**config.mk**
```make
export PLATFORM = sky130hd
export DESIGN_NAME = seq_detect_prog_flat
export DESIGN_NICKNAME = d
export VERILOG_FILES = /design/src/rtl/seq_detect_prog_if.sv /design/src/rtl/seq_detect_prog.sv /design/src/flat_wrapper.sv
export SDC_FILE = /design/constraint.sdc
export NUM_CORES = 1
export LEC_CHECK = 0
export ABC_AREA = 1
export ABC_CLOCK_PERIOD_IN_PS = 4500
export BUFFER_PORTS_ARGS = -buffer_cell sky130_fd_sc_hd__buf_4
export CORE_ASPECT_RATIO = 2
export CORE_UTILIZATION = 55
export CTS_CLUSTER_DIAMETER = 120
export DETAILED_ROUTE_END_ITERATION = 6
export PLACE_DENSITY = 0.79
export SLEW_MARGIN = 25
export SYNTH_ARGS = -nofsm -noshare
export SYNTH_HDL_FRONTEND = slang
export SYNTH_SLANG_ARGS = --single-unit
```
**constraint.sdc**
```tcl
create_clock -name clk -period 4.5 [get_ports clk]
set_input_delay 0.675 -clock clk [delete_from_list [all_inputs] [get_ports clk]]
set_output_delay 0.675 -clock clk [all_outputs]
set_load 0.005 [all_outputs]
```
**src/rtl/seq_detect_prog_if.sv**
```systemverilog
// Bus bundle for the programmable serial pattern detector: data in, config in,
// match pulse, registered pulse, counter and config-error status out.
interface seq_detect_prog_if #(
  parameter int MAX_LEN = 8,
  parameter int LEN_W   = 4,
  parameter int CNT_W   = 16
);
  logic               din;
  logic               din_valid;
  logic               cfg_we;
  logic [MAX_LEN-1:0] cfg_pattern;
  logic [LEN_W-1:0]   cfg_len;
  logic               cfg_overlap;
  logic               cnt_clr;
  logic               y;
  logic               y_q;
  logic [CNT_W-1:0]   match_cnt;
  logic               cfg_err;

  modport master (
    output din, din_valid, cfg_we, cfg_pattern, cfg_len, cfg_overlap, cnt_clr,
    input  y, y_q, match_cnt, cfg_err
  );

  modport slave (
    input  din, din_valid, cfg_we, cfg_pattern, cfg_len, cfg_overlap, cnt_clr,
    output y, y_q, match_cnt, cfg_err
  );
endinterface

```
**src/rtl/seq_detect_prog.sv**
```systemverilog
// Runtime-programmable serial pattern detector (length 1..MAX_LEN, overlap
// selectable). Mealy match pulse, its registered copy and a saturating count.
module seq_detect_prog #(
  parameter int                 MAX_LEN     = 8,
  parameter int                 LEN_W       = 4,
  parameter int                 CNT_W       = 16,
  parameter logic [MAX_LEN-1:0] RST_PATTERN = 'b1101,
  parameter int                 RST_LEN     = 4,
  parameter logic               RST_OVERLAP = 1'b1
) (
  input logic              clk,
  input logic              rst,
  seq_detect_prog_if.slave bus
);

  // Only MAX_LEN-1 history bits are ever compared: the newest bit of the
  // window is always the live din.
  logic [MAX_LEN-2:0] hist_q, hist_d;
  logic [LEN_W-1:0]   fill_q, fill_d;
  logic [MAX_LEN-1:0] pat_q, pat_d;
  logic [LEN_W-1:0]   len_q, len_d;
  logic               ovl_q, ovl_d;
  logic               cfg_err_q, cfg_err_d;
  logic               y_q_q;
  logic [CNT_W-1:0]   cnt_q, cnt_d;

  logic [MAX_LEN-1:0] win;
  logic [MAX_LEN-1:0] mask;
  logic               fill_ok;
  logic               y;

  // Mealy match: window of the last len bits (din newest) against the pattern.
  always_comb begin
    win = {hist_q, bus.din};
    for (int i = 0; i < MAX_LEN; i++) mask[i] = (LEN_W'(i) < len_q);
    // fill >= len-1 without underflow at len==0 (cfg_err gates that case)
    fill_ok = (({1'b0, fill_q} + (LEN_W+1)'(1)) >= {1'b0, len_q});
    y = bus.din_valid & ~cfg_err_q & ~bus.cfg_we & ~rst & fill_ok &
        ((win & mask) == (pat_q & mask));
  end

  // Next state: config load wins over data; non-overlap match restarts fill.
  always_comb begin
    hist_d    = hist_q;
    fill_d    = fill_q;
    pat_d     = pat_q;
    len_d     = len_q;
    ovl_d     = ovl_q;
    cfg_err_d = cfg_err_q;
    cnt_d     = cnt_q;
    if (bus.cfg_we) begin
      pat_d     = bus.cfg_pattern;
      len_d     = bus.cfg_len;
      ovl_d     = bus.cfg_overlap;
      hist_d    = '0;
      fill_d    = '0;
      cfg_err_d = (bus.cfg_len == '0) || (bus.cfg_len > LEN_W'(MAX_LEN));
    end else if (bus.din_valid) begin
      hist_d = win[MAX_LEN-2:0];
      if (y && !ovl_q)                     fill_d = '0;
      else if (fill_q != LEN_W'(MAX_LEN))  fill_d = fill_q + LEN_W'(1);
    end
    if (bus.cnt_clr)          cnt_d = y ? CNT_W'(1) : '0;
    else if (y && cnt_q != '1) cnt_d = cnt_q + CNT_W'(1);
  end

  // State registers with synchronous reset to the boot configuration.
  always_ff @(posedge clk) begin
    if (rst) begin
      hist_q    <= '0;
      fill_q    <= '0;
      pat_q     <= RST_PATTERN;
      len_q     <= LEN_W'(RST_LEN);
      ovl_q     <= RST_OVERLAP;
      cfg_err_q <= 1'b0;
      y_q_q     <= 1'b0;
      cnt_q     <= '0;
    end else begin
      hist_q    <= hist_d;
      fill_q    <= fill_d;
      pat_q     <= pat_d;
      len_q     <= len_d;
      ovl_q     <= ovl_d;
      cfg_err_q <= cfg_err_d;
      y_q_q     <= y;
      cnt_q     <= cnt_d;
    end
  end

  assign bus.y         = y;
  assign bus.y_q       = y_q_q;
  assign bus.match_cnt = cnt_q;
  assign bus.cfg_err   = cfg_err_q;

endmodule

```
**src/flat_wrapper.sv**
```systemverilog
// flat-port wrapper written by rule: the top's interface ports become plain ports
module seq_detect_prog_flat 
#(
  parameter int                 MAX_LEN     = 8,
  parameter int                 LEN_W       = 4,
  parameter int                 CNT_W       = 16,
  parameter logic [MAX_LEN-1:0] RST_PATTERN = 'b1101,
  parameter int                 RST_LEN     = 4,
  parameter logic               RST_OVERLAP = 1'b1
)
  (clk, rst, bus_din, bus_din_valid, bus_cfg_we, bus_cfg_pattern, bus_cfg_len, bus_cfg_overlap, bus_cnt_clr, bus_y, bus_y_q, bus_match_cnt, bus_cfg_err);
  seq_detect_prog_if #(.MAX_LEN(MAX_LEN), .LEN_W(LEN_W), .CNT_W(CNT_W)) bus_i ();
  input logic clk;
  input logic rst;
  input wire logic [$bits(bus_i.din)-1:0] bus_din;
  input wire logic [$bits(bus_i.din_valid)-1:0] bus_din_valid;
  input wire logic [$bits(bus_i.cfg_we)-1:0] bus_cfg_we;
  input wire logic [$bits(bus_i.cfg_pattern)-1:0] bus_cfg_pattern;
  input wire logic [$bits(bus_i.cfg_len)-1:0] bus_cfg_len;
  input wire logic [$bits(bus_i.cfg_overlap)-1:0] bus_cfg_overlap;
  input wire logic [$bits(bus_i.cnt_clr)-1:0] bus_cnt_clr;
  output wire logic [$bits(bus_i.y)-1:0] bus_y;
  output wire logic [$bits(bus_i.y_q)-1:0] bus_y_q;
  output wire logic [$bits(bus_i.match_cnt)-1:0] bus_match_cnt;
  output wire logic [$bits(bus_i.cfg_err)-1:0] bus_cfg_err;
  assign bus_i.din = bus_din;
  assign bus_i.din_valid = bus_din_valid;
  assign bus_i.cfg_we = bus_cfg_we;
  assign bus_i.cfg_pattern = bus_cfg_pattern;
  assign bus_i.cfg_len = bus_cfg_len;
  assign bus_i.cfg_overlap = bus_cfg_overlap;
  assign bus_i.cnt_clr = bus_cnt_clr;
  assign bus_y = bus_i.y;
  assign bus_y_q = bus_i.y_q;
  assign bus_match_cnt = bus_i.match_cnt;
  assign bus_cfg_err = bus_i.cfg_err;
  seq_detect_prog #(.MAX_LEN(MAX_LEN), .LEN_W(LEN_W), .CNT_W(CNT_W), .RST_PATTERN(RST_PATTERN), .RST_LEN(RST_LEN), .RST_OVERLAP(RST_OVERLAP)) u_core (.clk(clk), .rst(rst), .bus(bus_i));
endmodule
```
==> results, run 1 <==
- Summed over all layers, the routed wires come to 5990 µm.
- The first global-routing pass estimated 9830 µm of wire.
- The CTS H-tree depth is 2.
- The synthesized flop and latch total is 42.
- The endpoint required time on the critical path is 3830 ps.
- For this run, the leading register cell type out of synthesis is sky130_fd_sc_hd__dfxtp_1.
- Setup total negative slack on the finished layout was measured at 0 ps.
- The peak fanout along the critical path is 6.
- The fraction of post-synthesis cell area in the top cell type by area is 0.348.
- The count of antenna diodes in the layout is 0.
- The worst hold slack across all endpoints is 476 ps.
- Relative to the synthesized area, the layout overhead comes to 14.8%.
- The source-to-sink clock delay at the later pin of the worst-skew pair is 300 ps.
- Counting every instance in the synthesized netlist gives 337.
- The number of vias per cell after detailed routing is 5.40.
- In the routed design, unresolved DRC markers number 0.
- The flow ran to the end, and the final reports show no timing, DRC or antenna violations.
- The number of enable flip-flop cells after synthesis is 0.
- For this run, the top clock speed supported by timing is 0.358 GHz.
- The number of max-slew violations in the final report is 0.
- TritonCTS built the clock tree.
- After detailed placement, the design holds a cell count of 418.
- Measured along the y axis, the die boundary spans 95.7 µm.
- After clock tree synthesis, the repair step resized 0 gates.
- The standard-cell row count is 33.
- The pre-CTS setup slack is 2030 ps.
- After clock tree synthesis, the clock-pin slew on the worst setup and hold paths is 80 ps.
- The total global routing track utilization is 0.281.
- For the pin with the worst max-slew slack, the measured transition is 594 ps.
- The area of the mapped netlist is 2410 µm².
- The clock period could shrink to 2790 ps.
- The number of buffers inserted by port buffering is 37.
- The analysis attributes to cell leakage a power of 1.25 nW.
- The portion of the clock cycle consumed by the worst path in the final layout is 0.621.
- In this run the post-CTS setup repair buffer count came out at 0.
- For this run, the post-layout net count is 399.
- In this run the count of I/O pins placed on the die edge is 38.
- The worst setup path is of the reg -> out kind.
- The initial antenna violation count is 0.
- The placement-stage cell area is 2690 µm².
- The total via count after detailed routing is 2296.
- The worst path meets setup with 1710 ps of slack.
- The number of iterations in the first detailed-routing pass is 4.
- The final estimated routing congestion in global placement is 0.939.
- Buffers inserted to repair hold after CTS numbered 0.
- Setup repair after global routing left no endpoint under its margin.
- The commonest cells after synthesis are 77 x sky130_fd_sc_hd__nand2_1, 44 x sky130_fd_sc_hd__inv_1, 42 x sky130_fd_sc_hd__dfxtp_1.
- After the flow finishes, the layout carries non-filler instances totaling 425.
- Summed over all instances, the cell type with the most area after synthesis is sky130_fd_sc_hd__dfxtp_1.
- The share of post-route cells with drive strength above 1 is 0.206.
- In the final routed layout, each cell accounts on average for 14.1 µm.
- Counting every net in the synthesized netlist gives 363.
- The number of buffers inserted during clock tree synthesis is 5.
- The tightest slew margin relative to the limit is 0.604.
- The number of design-rule violations left by the first detailed-router iteration is 60.
- The total global routing overflow is 0.
- CTS placed an instance of sky130_fd_sc_hd__clkbuf_8 at the clock tree root.
- The region available for standard cell placement spans 4170 µm².
- The number of clock sinks is 42.
- The maximum number of pins on one net before global-route repair is 18.
- After synthesis, the mean cell area works out to 7.16 µm².
- The total half-perimeter wirelength after legalization and detailed placement is 4650 µm.
- The initial core utilization is 0.579.
- The residual antenna-violating net count after detailed routing is 0.
- Data on the critical path arrives at its endpoint at 2120 ps.
- The number of buffers between clock root and the deepest sink is 2.
- The number of global-route vias before repair is 2204.
- The finished cells cover 2770 µm².
- The power density relative to cell area is 258 nW/µm².
- The worst hold-check path type is reg -> reg.
- The endpoint type of the worst setup path is a primary output.
- The tool flagged a number of max-cap violations equal to 0.
- The most used standard cell by instance count after synthesis is sky130_fd_sc_hd__nand2_1.
- Yosys attributes the largest share of cell area to sky130_fd_sc_hd__dfxtp_1 35%, sky130_fd_sc_hd__nand2_1 12%, sky130_fd_sc_hd__inv_1 6.8%.
- Yosys printed 0 warnings.
- The post-synthesis async set-or-reset flop share is 0.
- For this run, the register share of the synthesized area comes to 0.348.
- The number of distinct standard cells referenced by the synthesized netlist is 32.
- The clock skew is 4.41 ps.
- The category of the worst setup path launch point is a flip-flop.
- Setup violations remaining at the end of the flow were counted as 0.
- The die outline area is 4670 µm².
- The largest vdd supply drop is 0.226 mV.
- The hold violation total from the final report is 0.
- The die is 48.8 µm wide.
==> critical path: stages (launching register included) <==
cell,delay [ps]
sky130_fd_sc_hd__dfxtp_1,420
sky130_fd_sc_hd__inv_1,80
sky130_fd_sc_hd__ha_1,320
sky130_fd_sc_hd__ha_1,280
sky130_fd_sc_hd__nand2_1,40
sky130_fd_sc_hd__inv_1,50
sky130_fd_sc_hd__nand2_1,40
sky130_fd_sc_hd__nand2_1,60
sky130_fd_sc_hd__nand2_1,50
sky130_fd_sc_hd__nand2_1,50
sky130_fd_sc_hd__nand2_1,90
sky130_fd_sc_hd__nor2_4,190
sky130_fd_sc_hd__buf_4,140
==> per-layer routing <==
layer,vias to the layer above,track usage,wire (µm)
li1,1155,-,-
met1,1061,0.248,2080
met2,61,0.587,3500
met3,19,0.0415,197
met4,0,0.140,215
met5,-,0,0
==> cell usage in the layout, fill, tap and decap left out, types with 3 or more instances in the layout <==
cell,n
sky130_fd_sc_hd__nand2_1,77
sky130_fd_sc_hd__inv_1,44
sky130_fd_sc_hd__dfxtp_1,42
sky130_fd_sc_hd__buf_4,37
sky130_fd_sc_hd__nor2_1,30
sky130_fd_sc_hd__o21ai_0,22
sky130_fd_sc_hd__nand3_1,18
sky130_fd_sc_hd__a21oi_1,18
sky130_fd_sc_hd__a21oi_2,10
sky130_fd_sc_hd__nor3_1,9
sky130_fd_sc_hd__ha_1,7
sky130_fd_sc_hd__xor2_1,6
sky130_fd_sc_hd__nand3b_2,6
sky130_fd_sc_hd__xnor2_1,5
sky130_fd_sc_hd__clkbuf_8,5
sky130_fd_sc_hd__nor2_2,4
sky130_fd_sc_hd__nand3_2,4
sky130_fd_sc_hd__inv_2,3
sky130_fd_sc_hd__o21bai_1,3
sky130_fd_sc_hd__nand4_1,3
sky130_fd_sc_hd__nor4_1,3
sky130_fd_sc_hd__a211oi_1,3
==> where the power goes <==
part / leakage [nW] / total, mW / switching, mW / internal [mW]
Sequential: 0.343 / 0.392 / 0.00894 / 0.383
Clock: 0.0383 / 0.234 / 0.127 / 0.107
Combinational: 0.869 / 0.0876 / 0.0543 / 0.0333
Total: 1.25 / 0.714 / 0.190 / 0.524
==> per-stage QoR <==
| step | power, mW | util |
|---|---|---|
| after floorplan | 0.457 | - |
| final | 0.714 | 0.664 |
| after detailed placement | 0.488 | 0.646 |
| after CTS | 0.715 | 0.664 |
| after global placement | 0.485 | 0.646 |
| after global routing | 0.745 | 0.664 |
==> registers in the layout (all words and copies together), names as in the netlist <==
name                  count
u_core.bus.cfg_err        1
u_core.bus.match_cnt     16
u_core.bus.y_q            1
u_core.fill_q             4
u_core.hist_q             7
u_core.len_q              4
u_core.ovl_q              1
u_core.pat_q              8
==> path summary, 6_finish.rpt <==
path | from | end | slack (ps) | depth (start not counted)
setup / recovery | u_core.fill_q[0]$_SDFFE_PP0P_ | bus_y | 1710 | 12
hold / removal | u_core.pat_q[7]$_SDFFE_PP0P_ | u_core.pat_q[7]$_SDFFE_PP0P_ | 480 | 2
setup reg to reg | u_core.fill_q[0]$_SDFFE_PP0P_ | u_core.bus.match_cnt[11]$_SDFFE_PP0P_ | 2100 | 16
hold reg to reg | u_core.pat_q[7]$_SDFFE_PP0P_ | u_core.pat_q[7]$_SDFFE_PP0P_ | 480 | 2
==> logic make-up after synthesis <==
group	after synthesis	synth area share
simple gates	160	0.317
compound gates	60	0.149
buf+inv	57	0.109
flops	42	0.348
xor+xnor	11	0.0399
fa+ha+maj	7	0.0363
==> cell type report <==
type / count / area, µm²
Multi-Input combinational cell: 238 / 1310
Timing Repair Buffer: 37 / 278
Sequential cell: 42 / 841
Clock buffer: 7 / 76.3
Fill cell: 399 / 1400
Inverter: 49 / 201
Tap cell: 52 / 65.1
No activity file was read; power rests on OpenSTA's default activity.
==> run 2: changes to the inputs <==
- ABC_CLOCK_PERIOD_IN_PS: 4500 -> 2900
- clock period: 4.5 -> 2.9 ns (I/O delays scaled with it)
==> results, run 2 (same netlist as run 1, synthesis figures left out) <==
- Headroom to the max-slew limit came out at 0.615.
- The number of buffers inserted by port buffering is 37.
- The timing-limited maximum frequency is 0.396 GHz.
- The number of iterations in the first detailed-routing pass is 4.
- The portion of the clock cycle consumed by the worst path in the final layout is 0.872.
- Among cell families on the critical path, the largest total delay comes from adder cells.
- The number of setup buffers added after CTS is 0.
- The number of max-slew violations in the final report came to 0.
- The cell internal power dissipation is 1.01 mW.
- In this run, CTS created clock tree buffers numbering 5.
- Counting both buffers and inverters, the worst setup path holds a total of 3.
- The DRC violation count after routing is 0.
- The class of the most critical setup path is reg -> out.
- The first-pass GRT wire length is 9890 µm.
- The share of post-route cells with drive strength above 1 is 0.214.
- The number of global-route vias before repair is 2225.
- In this run the number of H-tree levels came out at 2.
- The share of total power dissipated in combinational logic is 0.103.
- The die outline area is 4670 µm².
- The number of buffers between clock root and the deepest sink is 2.
- The worst setup path is launched from a flip-flop.
- The floorplan has 33 rows.
- For the final database, setup skew stands at 6.13 ps.
- The peak fanout along the critical path is 6.
- The die is 48.8 µm wide.
- The master cell of the clock root buffer is sky130_fd_sc_hd__clkbuf_8.
- The routed design has 5890 µm of wire.
- The share of total power dissipated in the clock network is 0.435.
- The leakage component of the power is 1.28 nW.
- The flow ran to the end, and the final reports show no timing, DRC or antenna violations.
- The final estimated routing congestion in global placement is 0.934.
- The post-layout minimum cycle time is 2530 ps.
- The endpoint required time on the critical path is 2470 ps.
- Setup repair after global routing left no endpoint under its margin.
- STA classifies the critical path endpoint as a primary output.
- The leading cell type in the layout, fill and taps excluded is sky130_fd_sc_hd__nand2_1.
- In this design, the critical path's most frequently occurring cell is sky130_fd_sc_hd__nand2_1.
- The largest vdd supply drop is 0.276 mV.
- Data on the critical path arrives at its endpoint at 2090 ps.
- In this run the register-to-register setup slack is 520 ps.
- The summed negative setup slack over all endpoints is 0 ps.
- For this design, the CTS-stage hold fixing added 0 buffers.
- The total half-perimeter wirelength after legalization and detailed placement is 4590 µm.
- Of the total power, the share spent switching nets is 0.230.
- At the later pin of the worst-skew pair, clock insertion delay measures 290 ps.
- The post-layout net count is 399.
- The count of antenna diodes in the layout is 0.
- The proportion of power drawn by flip-flops and latches is 0.462.
- For this block, the initial DRC count from the detailed router was 77.
- On the critical path, the stage with the largest delay is an instance of sky130_fd_sc_hd__dfxtp_1.
- The die boundary height is 95.7 µm.
- The maximum number of pins on one net before global-route repair is 18.
- The total via count after detailed routing is 2321.
- The net switching power is 302 µW.
- The initial antenna violation count was 0.
- The per-cell routed wire length is 13.8 µm.
- The worst-margin pin slew is 576 ps.
- The number of vias per cell after detailed routing is 5.45.
- The total global routing track utilization is 0.277.
- The min-delay analysis places its worst path in the category in -> reg.
- The residual antenna-violating net count after detailed routing is 0.
- TritonCTS built the clock tree.
- In this run the standard cell core region covers 4170 µm².
- The number of cells upsized or downsized after cts is 0.
- Setup violations remaining at the end of the flow were counted as 0.
- The initial core utilization is 0.579.
- The tree built by TritonCTS fans out to 42 sinks.
- For this run the aggregate overflow at the end of global routing stands at 0.
- In the layout the commonest cells are 77 x sky130_fd_sc_hd__nand2_1, 44 x sky130_fd_sc_hd__inv_1, 42 x sky130_fd_sc_hd__dfxtp_1, 37 x sky130_fd_sc_hd__buf_4, 30 x sky130_fd_sc_hd__nor2_1.
- After clock tree synthesis, the clock-pin slew on the worst setup and hold paths is 80 ps.
- Power spread over the standard cell area amounts to 464 nW/µm².
- The fill cell total of the finished layout is 382.
- The register with the most flip-flops in the layout has 16 of them.
- The hold violation total from the final report came to 0.
- During I/O placement, the number of pins put on the boundary was 38.
- Walking the worst path, the cells encountered are inv_1 > ha_1 > ha_1 > nand2_1 > inv_1 > nand2_1 > nand2_1 > nand2_1 > nand2_1 > nand2_1 > nor2_4 > buf_4.
- Relative to the synthesized area, the layout overhead comes to 17.5%.
- The biggest cell delay along the critical path is 420 ps.
- Max-cap violations in this run came to 0.
- Summing internal, switching and leakage power gives 1.32 mW.
[run 2: path summary, 6_finish.rpt]
kind,endpoint,startpoint,cells past startpoint
hold / removal,u_core.bus.cfg_err$_SDFFE_PP0P_,bus_cfg_len[3],2
hold reg to reg,u_core.pat_q[1]$_SDFFE_PP0P_,u_core.pat_q[1]$_SDFFE_PP0P_,2
setup reg to reg,u_core.bus.match_cnt[11]$_SDFFE_PP0P_,u_core.fill_q[0]$_SDFFE_PP0P_,16
setup / recovery,bus_y,u_core.fill_q[0]$_SDFFE_PP0P_,12
[run 2: power by group through the flow]
stage          logic (mW)  registers (mW)  clock network (mW)
2_1_floorplan      0.0909           0.618                   0
3_3_place_gp        0.132           0.621                   0
3_5_place_dp        0.135           0.621                   0
4_1_cts             0.136           0.608               0.580
5_1_grt             0.156           0.610               0.605
6_report            0.135           0.608               0.572
[run 2: final cells by class]
type,count,area (µm²),area share
multi-input combinational,238,1310,0.461
sequential,42,841,0.296
timing repair buffer,37,278,0.0979
inverter,49,201,0.0710
clock buffer,6,82.6,0.0291
tap,52,65.1,0.0229
clock inverter,2,60.1,0.0212
[run 2: routing by layer]
layer,global-route usage,wire [µm],vias up
met1,0.254,2060,1076
met5,0,0,-
met4,0.172,238,0
li1,-,-,1153
met3,0.0271,192,19
met2,0.564,3400,73
[run 2: metrics by stage]
step | cell area [µm²] | setup WS [ps] | hold slack [ps] | cells | util
after detailed placement | 2690 | 543 | 467 | 418 | 0.646
after global placement | 2690 | 640 | 459 | 418 | 0.646
after CTS | 2840 | 380 | 327 | 426 | 0.680
final | 2840 | 372 | 332 | 426 | 0.680
after global routing | 2840 | 213 | 340 | 426 | 0.680
after floorplan | 2410 | 859 | 447 | 337 | -
